$ cat src/rtl/kme_ob_frame_monitor.sv
// Outbound KME stream frame monitor: tracks SoT/MoT/EoT framing, counts completed
// frames by type and byte length, and raises sticky protocol/watchdog error flags.
module kme_ob_frame_monitor #(
    parameter int WDOG_LIMIT = 10000
) (
    input  logic        clk,
    input  logic        rst,
    input  logic        kme_ob_tvalid,
    input  logic [63:0] kme_ob_tdata,
    input  logic [7:0]  kme_ob_tstrb,
    input  logic [7:0]  kme_ob_tuser,
    input  logic        kme_ob_tlast,
    input  logic        stall,
    input  logic        clr,
    output logic        kme_ob_tready,
    output logic [15:0] frame_cnt,
    output logic [15:0] cqe_cnt,
    output logic [15:0] stats_cnt,
    output logic [19:0] last_frame_bytes,
    output logic        frame_done,
    output logic [5:0]  err_flags
);

    localparam int WDOG_W = $clog2(WDOG_LIMIT + 1);

    localparam logic [7:0] TUSER_SOT = 8'h01;
    localparam logic [7:0] TUSER_EOT = 8'h02;
    localparam logic [7:0] TUSER_MOT = 8'h03;

    typedef enum logic [0:0] {
        IDLE,
        IN_FRAME
    } state_t;

    typedef enum logic [1:0] {
        FT_DATA,
        FT_CQE,
        FT_STATS
    } ftype_t;

    state_t              state_q, state_d;
    ftype_t              type_q, type_d;
    logic [15:0]         beat_q, beat_d;
    logic [19:0]         byte_q, byte_d;
    logic [WDOG_W-1:0]   wdog_q, wdog_d;

    logic                accept;
    logic                is_sot, is_eot, is_mot, legal;
    logic [3:0]          pop;
    logic                strb_ok;
    logic [5:0]          err_set;
    logic                done_d;
    logic [19:0]         done_bytes;
    ftype_t              done_type;
    logic [7:0]          strb_inc;

    // Only the type byte of the SoT payload is inspected.
    logic unused_tdata;
    assign unused_tdata = ^kme_ob_tdata[63:8];

    function automatic logic [3:0] popcount8(input logic [7:0] v);
        logic [3:0] c;
        c = '0;
        for (int i = 0; i < 8; i++) begin
            c = c + {3'b000, v[i]};
        end
        return c;
    endfunction

    function automatic logic [15:0] sat_inc16(input logic [15:0] a);
        return (a == 16'hFFFF) ? a : a + 16'd1;
    endfunction

    function automatic logic [19:0] sat_add20(input logic [19:0] a, input logic [3:0] b);
        logic [20:0] s;
        s = {1'b0, a} + {17'd0, b};
        return s[20] ? 20'hFFFFF : s[19:0];
    endfunction

    function automatic ftype_t decode_type(input logic [7:0] t);
        case (t)
            8'h09:   return FT_CQE;
            8'h08:   return FT_STATS;
            default: return FT_DATA;
        endcase
    endfunction

    assign accept   = kme_ob_tvalid & kme_ob_tready;
    assign is_sot   = (kme_ob_tuser == TUSER_SOT);
    assign is_eot   = (kme_ob_tuser == TUSER_EOT);
    assign is_mot   = (kme_ob_tuser == TUSER_MOT);
    assign legal    = is_sot | is_eot | is_mot;
    assign pop      = popcount8(kme_ob_tstrb);
    assign strb_inc = kme_ob_tstrb + 8'd1;

    // EoT strobes must be a nonzero run of ones starting at byte 0.
    assign strb_ok = is_eot ? ((kme_ob_tstrb != 8'h00) && ((strb_inc & kme_ob_tstrb) == 8'h00))
                            : (kme_ob_tstrb == 8'hFF);

    always_comb begin
        state_d    = state_q;
        type_d     = type_q;
        beat_d     = beat_q;
        byte_d     = byte_q;
        wdog_d     = '0;
        err_set    = '0;
        done_d     = 1'b0;
        done_bytes = '0;
        done_type  = type_q;

        if (accept) begin
            if (!legal) begin
                err_set[3] = 1'b1;
            end else begin
                if (kme_ob_tlast != is_eot) err_set[2] = 1'b1;
                if (!strb_ok)               err_set[4] = 1'b1;

                if (is_sot) begin
                    if (state_q == IN_FRAME) err_set[1] = 1'b1;
                    state_d = IN_FRAME;
                    type_d  = decode_type(kme_ob_tdata[7:0]);
                    beat_d  = 16'd1;
                    byte_d  = {16'd0, pop};
                end else if (state_q == IDLE) begin
                    err_set[0] = 1'b1;
                end else if (is_mot) begin
                    beat_d = sat_inc16(beat_q);
                    byte_d = sat_add20(byte_q, pop);
                end else begin
                    done_d     = 1'b1;
                    done_bytes = sat_add20(byte_q, pop);
                    state_d    = IDLE;
                    beat_d     = '0;
                    byte_d     = '0;
                end
            end
        end else if (state_q == IN_FRAME) begin
            // Expiry lands on the cycle the idle count reaches WDOG_LIMIT.
            if (wdog_q == WDOG_W'(WDOG_LIMIT - 1)) begin
                err_set[5] = 1'b1;
                state_d    = IDLE;
                beat_d     = '0;
                byte_d     = '0;
            end else begin
                wdog_d = wdog_q + WDOG_W'(1);
            end
        end
    end

    always_ff @(posedge clk) begin
        if (rst) begin
            state_q          <= IDLE;
            type_q           <= FT_DATA;
            beat_q           <= '0;
            byte_q           <= '0;
            wdog_q           <= '0;
            kme_ob_tready    <= 1'b0;
            frame_done       <= 1'b0;
            frame_cnt        <= '0;
            cqe_cnt          <= '0;
            stats_cnt        <= '0;
            last_frame_bytes <= '0;
            err_flags        <= '0;
        end else begin
            state_q       <= state_d;
            type_q        <= type_d;
            beat_q        <= beat_d;
            byte_q        <= byte_d;
            wdog_q        <= wdog_d;
            kme_ob_tready <= ~stall;
            frame_done    <= done_d;

            // clr wins over any same-cycle increment or error set.
            if (clr) begin
                frame_cnt        <= '0;
                cqe_cnt          <= '0;
                stats_cnt        <= '0;
                last_frame_bytes <= '0;
                err_flags        <= '0;
            end else begin
                err_flags <= err_flags | err_set;
                if (done_d) begin
                    frame_cnt        <= sat_inc16(frame_cnt);
                    last_frame_bytes <= done_bytes;
                    if (done_type == FT_CQE)   cqe_cnt   <= sat_inc16(cqe_cnt);
                    if (done_type == FT_STATS) stats_cnt <= sat_inc16(stats_cnt);
                end
            end
        end
    end

endmodule

$ cat config.mk
export PLATFORM = sky130hd
export DESIGN_NAME = kme_ob_frame_monitor
export DESIGN_NICKNAME = d
export VERILOG_FILES = /design/src/rtl/kme_ob_frame_monitor.sv
export SDC_FILE = /design/constraint.sdc
export NUM_CORES = 1
export LEC_CHECK = 0
export CAP_MARGIN = 20
export CORE_ASPECT_RATIO = 1.5
export CORE_MARGIN = 10
export CORE_UTILIZATION = 40
export CTS_BUF_LIST = sky130_fd_sc_hd__clkbuf_8
export DETAILED_ROUTE_END_ITERATION = 10
export GPL_TIMING_DRIVEN = 0
export PLACE_DENSITY = 0.68
export SYNTH_ARGS = -nofsm -noshare
export SYNTH_HDL_FRONTEND = slang
export SYNTH_SLANG_ARGS = --single-unit
export TNS_END_PERCENT = 50
$ cat constraint.sdc
create_clock -name clk -period 15.6 [get_ports clk]
set_input_delay 4.68 -clock clk [delete_from_list [all_inputs] [get_ports clk]]
set_output_delay 4.68 -clock clk [all_outputs]
set_load 0.005 [all_outputs]
==> results of run 1 <==
-- metal layers --
layer,wire length [um],up-vias,GRT usage (%)
met5,0,-,0
met4,406,0,6.95
met3,733,31,3.80
met2,9220,147,31.2
met1,7260,2736,18.6
li1,-,2913,-
-- cells by family after synthesis --
logic type | count (synthesis) | synth area share, %
buf+inv | 66 | 4.23
simple gates | 288 | 26.1
flops | 113 | 37.9
xor+xnor | 44 | 6.45
mux | 8 | 1.36
fa+ha+maj | 20 | 4.82
compound gates | 187 | 19.2
-- critical path, delay by kind of cell --
kind,cells,cell delay [ns]
and+or+nand+nor,2,0.55
AOI/OAI and AO/OA,3,0.99
adders and majority gates,6,2.69
buffers and inverters,6,1.41
-- final cells by class --
cell class	count	share of cell area, %
well taps	196	3.18
clock inverters	13	2.19
plain buffers	35	1.77
inverters	31	1.51
flip-flops and latches	113	29.3
repair buffers	107	13.9
clock buffers	19	3.39
multi-input cells	547	44.8
-- how the worst max path moves through the flow --
stage                         start                               end  slack [ns]  cells past startpoint
floorplan           kme_ob_tstrb[0]           byte_q[15]$_SDFFE_PP0P_        6.52                     16
global placement    kme_ob_tstrb[0]  last_frame_bytes[2]$_SDFFE_PP0P_        5.20                     17
detailed placement  kme_ob_tstrb[0]  last_frame_bytes[2]$_SDFFE_PP0P_        5.22                     17
CTS                 kme_ob_tstrb[0]  last_frame_bytes[2]$_SDFFE_PP0P_        5.67                     17
global route        kme_ob_tstrb[0]           byte_q[15]$_SDFFE_PP0P_        5.32                     17
finish              kme_ob_tstrb[0]  last_frame_bytes[2]$_SDFFE_PP0P_        5.64                     17
-- where the power goes --
group	switching, mW	internal (mW)
logic	0.0264	0.0201
registers	0.000296	0.289
clock network	0.123	0.180
-- sequential cells by signal (all words and copies together), names as in the netlist --
signal            flops
wdog_q               14
byte_q               20
kme_ob_tready         1
done_type             2
state_q               1
frame_cnt            16
frame_done            1
stats_cnt            16
last_frame_bytes     20
err_flags             6
cqe_cnt              16
-- cell usage in the layout, fill, tap and decap left out, drive strengths merged, types with 9 or more instances in the layout --
cell / count
dfxtp: 113
clkdlybuf4s50: 105
nor2: 77
a21oi: 67
o21ai: 52
clkbuf: 49
nand3: 40
inv: 36
nand2: 33
xnor2: 26
nand4: 22
and3: 19
nor3: 19
xor2: 18
or3: 16
ha: 15
a31oi: 13
nor4: 13
and4: 10
a211oi: 9
-- metrics by stage --
step / instances / util [%]
after CTS: 1060 / 52.8
final: 1061 / 52.9
after floorplan: 726 / -
after detailed placement: 1028 / 49.9
after global placement: 1027 / 49.8
after global routing: 1061 / 52.9
==> impl_metrics.json, run 1 <==
{
  "post_route_cells_drive_above_1_share_pct": 5.78,
  "skew_ns": 0.00871,
  "post_cts_resized": 0,
  "fin_ws_ns": 5.64,
  "leakagePower_nw": 2.68,
  "route.detailed.drc": 0,
  "cts_buffers": 17,
  "path_common_cell": "fa_1",
  "yosysTopAreaCell": "dfxtp_1",
  "antenna_found_initial": 0,
  "crit_path_start_kind": "input port",
  "preCtsSetupSlack_ns": 5.22,
  "multi_input_comb_area_um2": 3460,
  "synth_edf_count": 0,
  "reg2reg_to": "last_frame_bytes[2]$_SDFFE_PP0P_",
  "hold_class": "flip-flop to flip-flop",
  "globalRouteTotalUtil_pct": 17.1,
  "hold_viol": 0,
  "fp.dieW_um": 120,
  "place_congestion": 0.953,
  "n_antenna_cell": 0,
  "timing.max_slew.rel_slack_pct": 32.0,
  "rsz0062_at_grt": "no",
  "ys_warn_count": 0,
  "initial_utilization_pct": 40.9,
  "die_h_um": 170,
  "synthCells": 726,
  "final_nets": 958,
  "end_kind": "flip-flop",
  "antenna_left": 0,
  "holdPathEnd": "wdog_q[0]$_SDFF_PP0_",
  "h-tree-depth": 4,
  "fin_crit_ns": 9.96,
  "syn_area_um2": 5970,
  "max_freq_ghz": 0.100,
  "grt_pass1_vias": 5706,
  "via_count": 5827,
  "synth_ff_type": "dfxtp_1",
  "crit_arrival_ns": 10.33,
  "num_io_pins": 162,
  "place_area_um2": 7280,
  "drt-pass1-iter-count": 5,
  "tightest_slew_ns": 1.01,
  "crit_required_ns": 15.97,
  "viasPerCell": 5.49,
  "finalInstanceArea_um2": 7720,
  "hold_slack_ns": 0.463,
  "drv_slew": 0,
  "clock_path_buffers": 2,
  "drt_iter0_drc": 395,
  "status": "complete, no violations",
  "max_stage_delay_ns": 0.64,
  "wire_per_inst_um": 16.6,
  "hp-start": "wdog_q[0]$_SDFF_PP0_",
  "cts_tree": "yes",
  "slowest_stage": "a21oi_1",
  "path_cells": "clkdlybuf4s50_1 -> inv_1 -> fa_1 -> fa_1 -> fa_1 -> inv_1 -> ha_1 -> fa_1 -> inv_1 -> fa_1 -> nand3b_1 -> a21oi_1 -> and3_1 -> clkbuf_1 -> clkbuf_1 -> o21ai_0 -> a21oi_1",
  "synth.avg_cell_area_um2": 8.23,
  "portBuffers": 105,
  "overflow": 0,
  "critical_path_class": "input port to flip-flop",
  "synth_most_common_cell": "dfxtp_1",
  "cts_root_buf": "clkbuf_8",
  "reg2reg_depth": 10,
  "syn_to_final_growth_pct": 29.2,
  "synthTopCellsByArea": "dfxtp_1, a21oi_1, nor2_1",
  "rows": 54,
  "dp_hpwl_um": 13400,
  "clkTransAtPathRegs_ns": 0.07,
  "ys_seq_area_share_pct": 37.9,
  "insertion_delay_ns": 0.45,
  "syn-num-nets": 832,
  "drv_cap": 0,
  "ys_ff_latch": 113,
  "synth-async-reset-ratio_pct": 0,
  "rrSetupSlack_ns": 12.32,
  "synth_top_area_share_pct": 37.9,
  "reg2reg_from": "byte_q[0]$_SDFFE_PP0P_",
  "fin_crit_sh_pct": 63.9,
  "yosys-top-cells-count": "dfxtp_1, nor2_1, a21oi_1",
  "grt_first_pass_wirelength_um": 28500,
  "synth.distinct_cells": 63,
  "hold_depth": 1,
  "regArea_um2": 2260,
  "cts.sinks": 113,
  "dieArea_um2": 20300,
  "post_cts_buffers": 0,
  "postCtsHoldBufs": 0,
  "core-area_um2": 14600,
  "max-vdd-ir-drop_mv": 0.0477,
  "power_mw": 0.639,
  "critPathMaxFanout": 10,
  "fin_tns_setup_ns": 0,
  "power_density_nw_per_um2": 82.7,
  "grt_max_degree": 17,
  "fill_cells": 1444,
  "setup_violations": 0,
  "wirelength_um": 17600
}
No activity file was read; power rests on OpenSTA's default activity.
==> run 2, diff against run 1 <==
PLACE_DENSITY = 0.71   (was 0.68)
clock period = 8.1 ns   (was 15.6 ns; I/O delays follow)
==> impl_metrics.json, run 2 (synthesis results as in run 1) <==
{
  "status": "complete, no violations",
  "drt-pass1-iter-count": 7,
  "path_cells": "clkdlybuf4s50_1 -> inv_1 -> fa_1 -> fa_1 -> fa_1 -> inv_1 -> ha_1 -> fa_1 -> inv_1 -> fa_1 -> nand3b_1 -> a21oi_1 -> and3_1 -> clkbuf_1 -> clkbuf_1 -> o21ai_0 -> a21oi_1",
  "post_cts_buffers": 0,
  "grt_pass1_vias": 5706,
  "overflow": 0,
  "final_common_cell": "dfxtp_1",
  "die_h_um": 170,
  "antenna_left": 0,
  "via_count": 5913,
  "cts_tree": "yes",
  "crit_family": "adder cells",
  "intPower_mw": 0.873,
  "route.detailed.drc": 0,
  "cp-startpoint": "kme_ob_tstrb[0]",
  "final_nets": 957,
  "portBuffers": 105,
  "h-tree-depth": 4,
  "hold_class": "flip-flop to flip-flop",
  "hold_slack_ns": 0.462,
  "path_common_cell": "fa_1",
  "timing.max_slew.rel_slack_pct": 33.5,
  "setup_violations": 0,
  "fp.dieW_um": 120,
  "p_sw_mw": 0.301,
  "leakagePower_nw": 2.62,
  "hold_viol": 0,
  "power_switching_share_pct": 25.6,
  "comb_power_share_pct": 7.5,
  "cts.sinks": 113,
  "finalInstanceArea_um2": 7660,
  "top_regs": "byte_q (20), last_frame_bytes (20)",
  "reg2reg_from": "byte_q[0]$_SDFFE_PP0P_",
  "dp_hpwl_um": 13400,
  "place_congestion": 0.951,
  "dieArea_um2": 20300,
  "post_route_cells_drive_above_1_share_pct": 6.25,
  "drt_iter0_drc": 376,
  "multi_input_comb_area_um2": 3460,
  "postCtsHoldBufs": 0,
  "hold_depth": 1,
  "rsz0062_at_grt": "no",
  "pwr-share-clk_pct": 45.1,
  "power_density_nw_per_um2": 153,
  "critPathMaxFanout": 10,
  "crit_path_start_kind": "input port",
  "wire_per_inst_um": 16.6,
  "seq_power_share_pct": 47.4,
  "max_stage_delay_ns": 0.69,
  "num_io_pins": 162,
  "initial_utilization_pct": 40.9,
  "post_cts_resized": 0,
  "rows": 54,
  "max_freq_ghz": 0.129,
  "antenna_found_initial": 0,
  "rrSetupSlack_ns": 4.76,
  "fill_cells": 1467,
  "viasPerCell": 5.58,
  "slowest_stage": "a21oi_1",
  "clock_path_buffers": 2,
  "drv_cap": 0,
  "cts_buffers": 17,
  "grt_max_degree": 17,
  "place_area_um2": 7280,
  "insertion_delay_ns": 0.45,
  "syn_to_final_growth_pct": 28.3,
  "wirelength_um": 17600,
  "end_kind": "flip-flop",
  "cts_root_buf": "clkbuf_8",
  "n_antenna_cell": 0,
  "reg2reg_to": "last_frame_bytes[2]$_SDFFE_PP0P_",
  "fin_crit_ns": 7.74,
  "tightest_slew_ns": 0.988,
  "clkTransAtPathRegs_ns": 0.07,
  "hp-start": "wdog_q[0]$_SDFF_PP0_",
  "max-vdd-ir-drop_mv": 0.0819,
  "layout_common_cells": "dfxtp_1, clkdlybuf4s50_1, nor2_1",
  "fin_crit_sh_pct": 95.6,
  "holdPathEnd": "wdog_q[0]$_SDFF_PP0_",
  "drv_slew": 0,
  "grt_first_pass_wirelength_um": 28700,
  "reg2reg_depth": 10,
  "critical_path_class": "input port to flip-flop",
  "crit_required_ns": 8.47,
  "core-area_um2": 14600,
  "crit_arrival_ns": 8.11,
  "skew_ns": 0.0159,
  "crit_buf_inv": 6,
  "regArea_um2": 2260,
  "globalRouteTotalUtil_pct": 17.2
}
==> run 2: cell count changes in the layout (fill, tap and decap cells not counted), moves of 2 or more <==
cell / delta
clkinv_4: +3
inv_1: -4
clkinv_2: +3
clkinvlp_4: +2
bufinv_16: -2
==> run 2: metrics by stage <==
step	setup TNS (ns)	setup slack (ns)	total power, mW	instances	util, %
CTS	0	0.453	1.18	1060	52.5
detailed placement	-0.00116	-0.00116	0.657	1028	49.9
global route	0	0.0125	1.22	1060	52.5
finish	0	0.357	1.17	1060	52.5
global placement	-0.0131	-0.0131	0.656	1027	49.8
floorplan	0	1.27	0.620	726	-
==> run 2: layout make-up <==
class	count	share of cell area, %
Timing Repair Buffer	106	13.8
Buffer	35	1.78
Clock buffer	18	3.23
Clock inverter	14	1.84
Inverter	31	1.52
Sequential cell	113	29.5
Tap cell	196	3.20
Multi-Input combinational cell	547	45.1
==> run 2: how the worst max path moves through the flow <==
stage	cells after the start	endpoint	slack, ns
floorplan	16	byte_q[15]$_SDFFE_PP0P_	1.27
global placement	17	last_frame_bytes[2]$_SDFFE_PP0P_	-0.01
detailed placement	17	last_frame_bytes[2]$_SDFFE_PP0P_	-0.001
CTS	17	last_frame_bytes[2]$_SDFFE_PP0P_	0.45
global route	17	last_frame_bytes[2]$_SDFFE_PP0P_	0.01
finish	17	last_frame_bytes[2]$_SDFFE_PP0P_	0.36
==> run 2: worst register-to-register path, cell delays in order (launching register included) <==
cell and delay, ns:
dfxtp_1 0.34, ha_1 0.18, inv_1 0.06, fa_1 0.41, nand3b_1 0.31, a21oi_1 0.69, and3_1 0.26, clkbuf_1 0.26
clkbuf_1 0.42, o21ai_0 0.20, a21oi_1 0.16
==> run 2: layer usage <==
metal	up-vias	routed length (um)	share of wire [%]	track usage, %
li1	2904	-	-	-
met1	2796	7020	40	18.1
met2	166	9110	52	30.7
met3	47	867	4.9	4.20
met4	0	619	3.5	9.42
met5	-	0	0	0
==> run 2: power by group through the flow <==
stage,registers (mW),clock network [mW],logic (mW)
2_1_floorplan,0.569,0,0.0517
3_3_place_gp,0.569,0,0.0866
3_5_place_dp,0.569,0,0.0880
4_1_cts,0.556,0.537,0.0884
5_1_grt,0.556,0.565,0.0977
6_report,0.556,0.530,0.0879
==> run 3, diff against run 2 <==
PLACE_DENSITY = 0.79   (was 0.71)
==> impl_metrics.json, run 3 (synthesis results as in run 1) <==
{
  "power_density_nw_per_um2": 166,
  "top_regs": "byte_q (20), last_frame_bytes (20)",
  "grt-busiest-layer": "met2",
  "h-tree-depth": 4,
  "wirelength_um": 17700,
  "wire_per_inst_um": 16.7,
  "hp-start": "wdog_q[0]$_SDFF_PP0_",
  "grt_first_pass_wirelength_um": 28300,
  "use_met1_pct": 17.4,
  "fp.dieW_um": 120,
  "grt_max_degree": 17,
  "max-vdd-ir-drop_mv": 0.0881,
  "syn_to_final_growth_pct": 29.8,
  "route.detailed.drc": 0,
  "dieArea_um2": 20300,
  "tightest_slew_ns": 1.04,
  "overflow": 0,
  "setup_violations": 0,
  "post_cts_buffers": 0,
  "critPathMaxFanout": 10,
  "insertion_delay_ns": 0.44,
  "reg2reg_from": "byte_q[0]$_SDFFE_PP0P_",
  "cts_buffers": 17,
  "fin_tns_setup_ns": 0,
  "slowest_stage": "a21oi_1",
  "final_common_cell": "dfxtp_1",
  "max_stage_delay_ns": 0.68,
  "n_antenna_cell": 0,
  "crit_required_ns": 8.47,
  "drv_slew": 0,
  "place_area_um2": 7280,
  "grt_pass1_vias": 5633,
  "die_h_um": 170,
  "via_count": 6007,
  "fin_ws_ns": 0.368,
  "finalInstanceArea_um2": 7760,
  "drt-pass1-iter-count": 5,
  "rsz0062_at_grt": "no",
  "num_io_pins": 162,
  "cp-startpoint": "kme_ob_tstrb[0]",
  "drv_cap": 0,
  "max_freq_ghz": 0.129,
  "initial_utilization_pct": 40.9,
  "fin_crit_sh_pct": 95.5,
  "globalRouteTotalUtil_pct": 17.0,
  "core-area_um2": 14600,
  "hold_viol": 0,
  "viasPerCell": 5.67,
  "fin_crit_ns": 7.73,
  "drt_iter0_drc": 543,
  "antenna_found_initial": 0,
  "crit_buf_inv": 6,
  "hold_class": "flip-flop to flip-flop",
  "post_route_cells_drive_above_1_share_pct": 5.90,
  "crit_arrival_ns": 8.10,
  "dp_hpwl_um": 13400,
  "place_congestion": 0.957,
  "leakagePower_nw": 2.67,
  "antenna_left": 0,
  "skew_ns": 0.0122,
  "crit_family": "adder cells",
  "layout_common_cells": "dfxtp_1, clkdlybuf4s50_1, nor2_1",
  "postLayoutCoreUtil_pct": 53.1,
  "post_cts_resized": 0,
  "fill_cells": 1355,
  "portBuffers": 105,
  "cts.sinks": 113,
  "postCtsHoldBufs": 0,
  "end_kind": "flip-flop",
  "timing.max_slew.rel_slack_pct": 28.7,
  "clkTransAtPathRegs_ns": 0.07,
  "cts_tree": "yes",
  "preCtsSetupSlack_ns": 0.0123,
  "cts_root_buf": "clkbuf_8",
  "met3_usage_pct": 5.03,
  "rows": 54,
  "clock_path_buffers": 2,
  "path_cells": "clkdlybuf4s50_1 -> inv_1 -> fa_1 -> fa_1 -> fa_1 -> inv_1 -> ha_1 -> fa_1 -> inv_1 -> fa_1 -> nand3b_1 -> a21oi_1 -> and3_1 -> clkbuf_1 -> clkbuf_1 -> o21ai_0 -> a21oi_1",
  "crit_path_start_kind": "input port",
  "status": "complete, no violations",
  "final_nets": 957,
  "critical_path_class": "input port to flip-flop",
  "path_common_cell": "fa_1",
  "use_met2_pct": 30.4
}
==> run 3: changes by cell type in the layout (fill, tap and decap cells not counted), moves of 2 or more <==
cell        before  now
bufinv_16        2    6
clkinv_2         5    2
clkinv_4         3    0
clkinvlp_4       4    2
inv_1           31   34
==> run 3: cell type report <==
class	instances	area (um^2)	share of cell area [%]
multi-input cells	547	3460	44.6
plain buffers	35	136	1.76
well taps	196	245	3.16
inverters	31	116	1.50
clock buffers	19	262	3.37
clock inverters	13	216	2.79
repair buffers	106	1060	13.6
flip-flops and latches	113	2260	29.2
==> run 3: final timing paths <==
check	to	slack, ns	cells past startpoint
worst max-delay path	byte_q[19]$_SDFFE_PP0P_	0.37	17
worst min-delay path	wdog_q[0]$_SDFF_PP0_	0.46	1
worst max register to register	byte_q[19]$_SDFFE_PP0P_	4.79	10
worst min register to register	wdog_q[0]$_SDFF_PP0_	0.46	1
==> run 3: where the power goes <==
part | internal, mW | total (mW) | leakage (nW) | switching [mW]
sequential | 0.556 | 0.556 | 0.910 | 0.000567
clock | 0.409 | 0.641 | 0.246 | 0.232
combinational | 0.0385 | 0.0894 | 1.52 | 0.0509
==> run 3: stage by stage <==
step	cells	hold WS (ns)	total power, mW
finish	1060	0.458	1.29
global route	1060	0.484	1.34
CTS	1060	0.464	1.29
detailed placement	1028	0.449	0.658
global placement	1027	0.440	0.656
floorplan	726	0.426	0.620
==> run 3: routing by layer <==
metal	wire (um)	vias to the layer above
met4	514	0
met5	0	-
li1	-	2911
met3	1080	41
met2	9370	225
met1	6760	2830
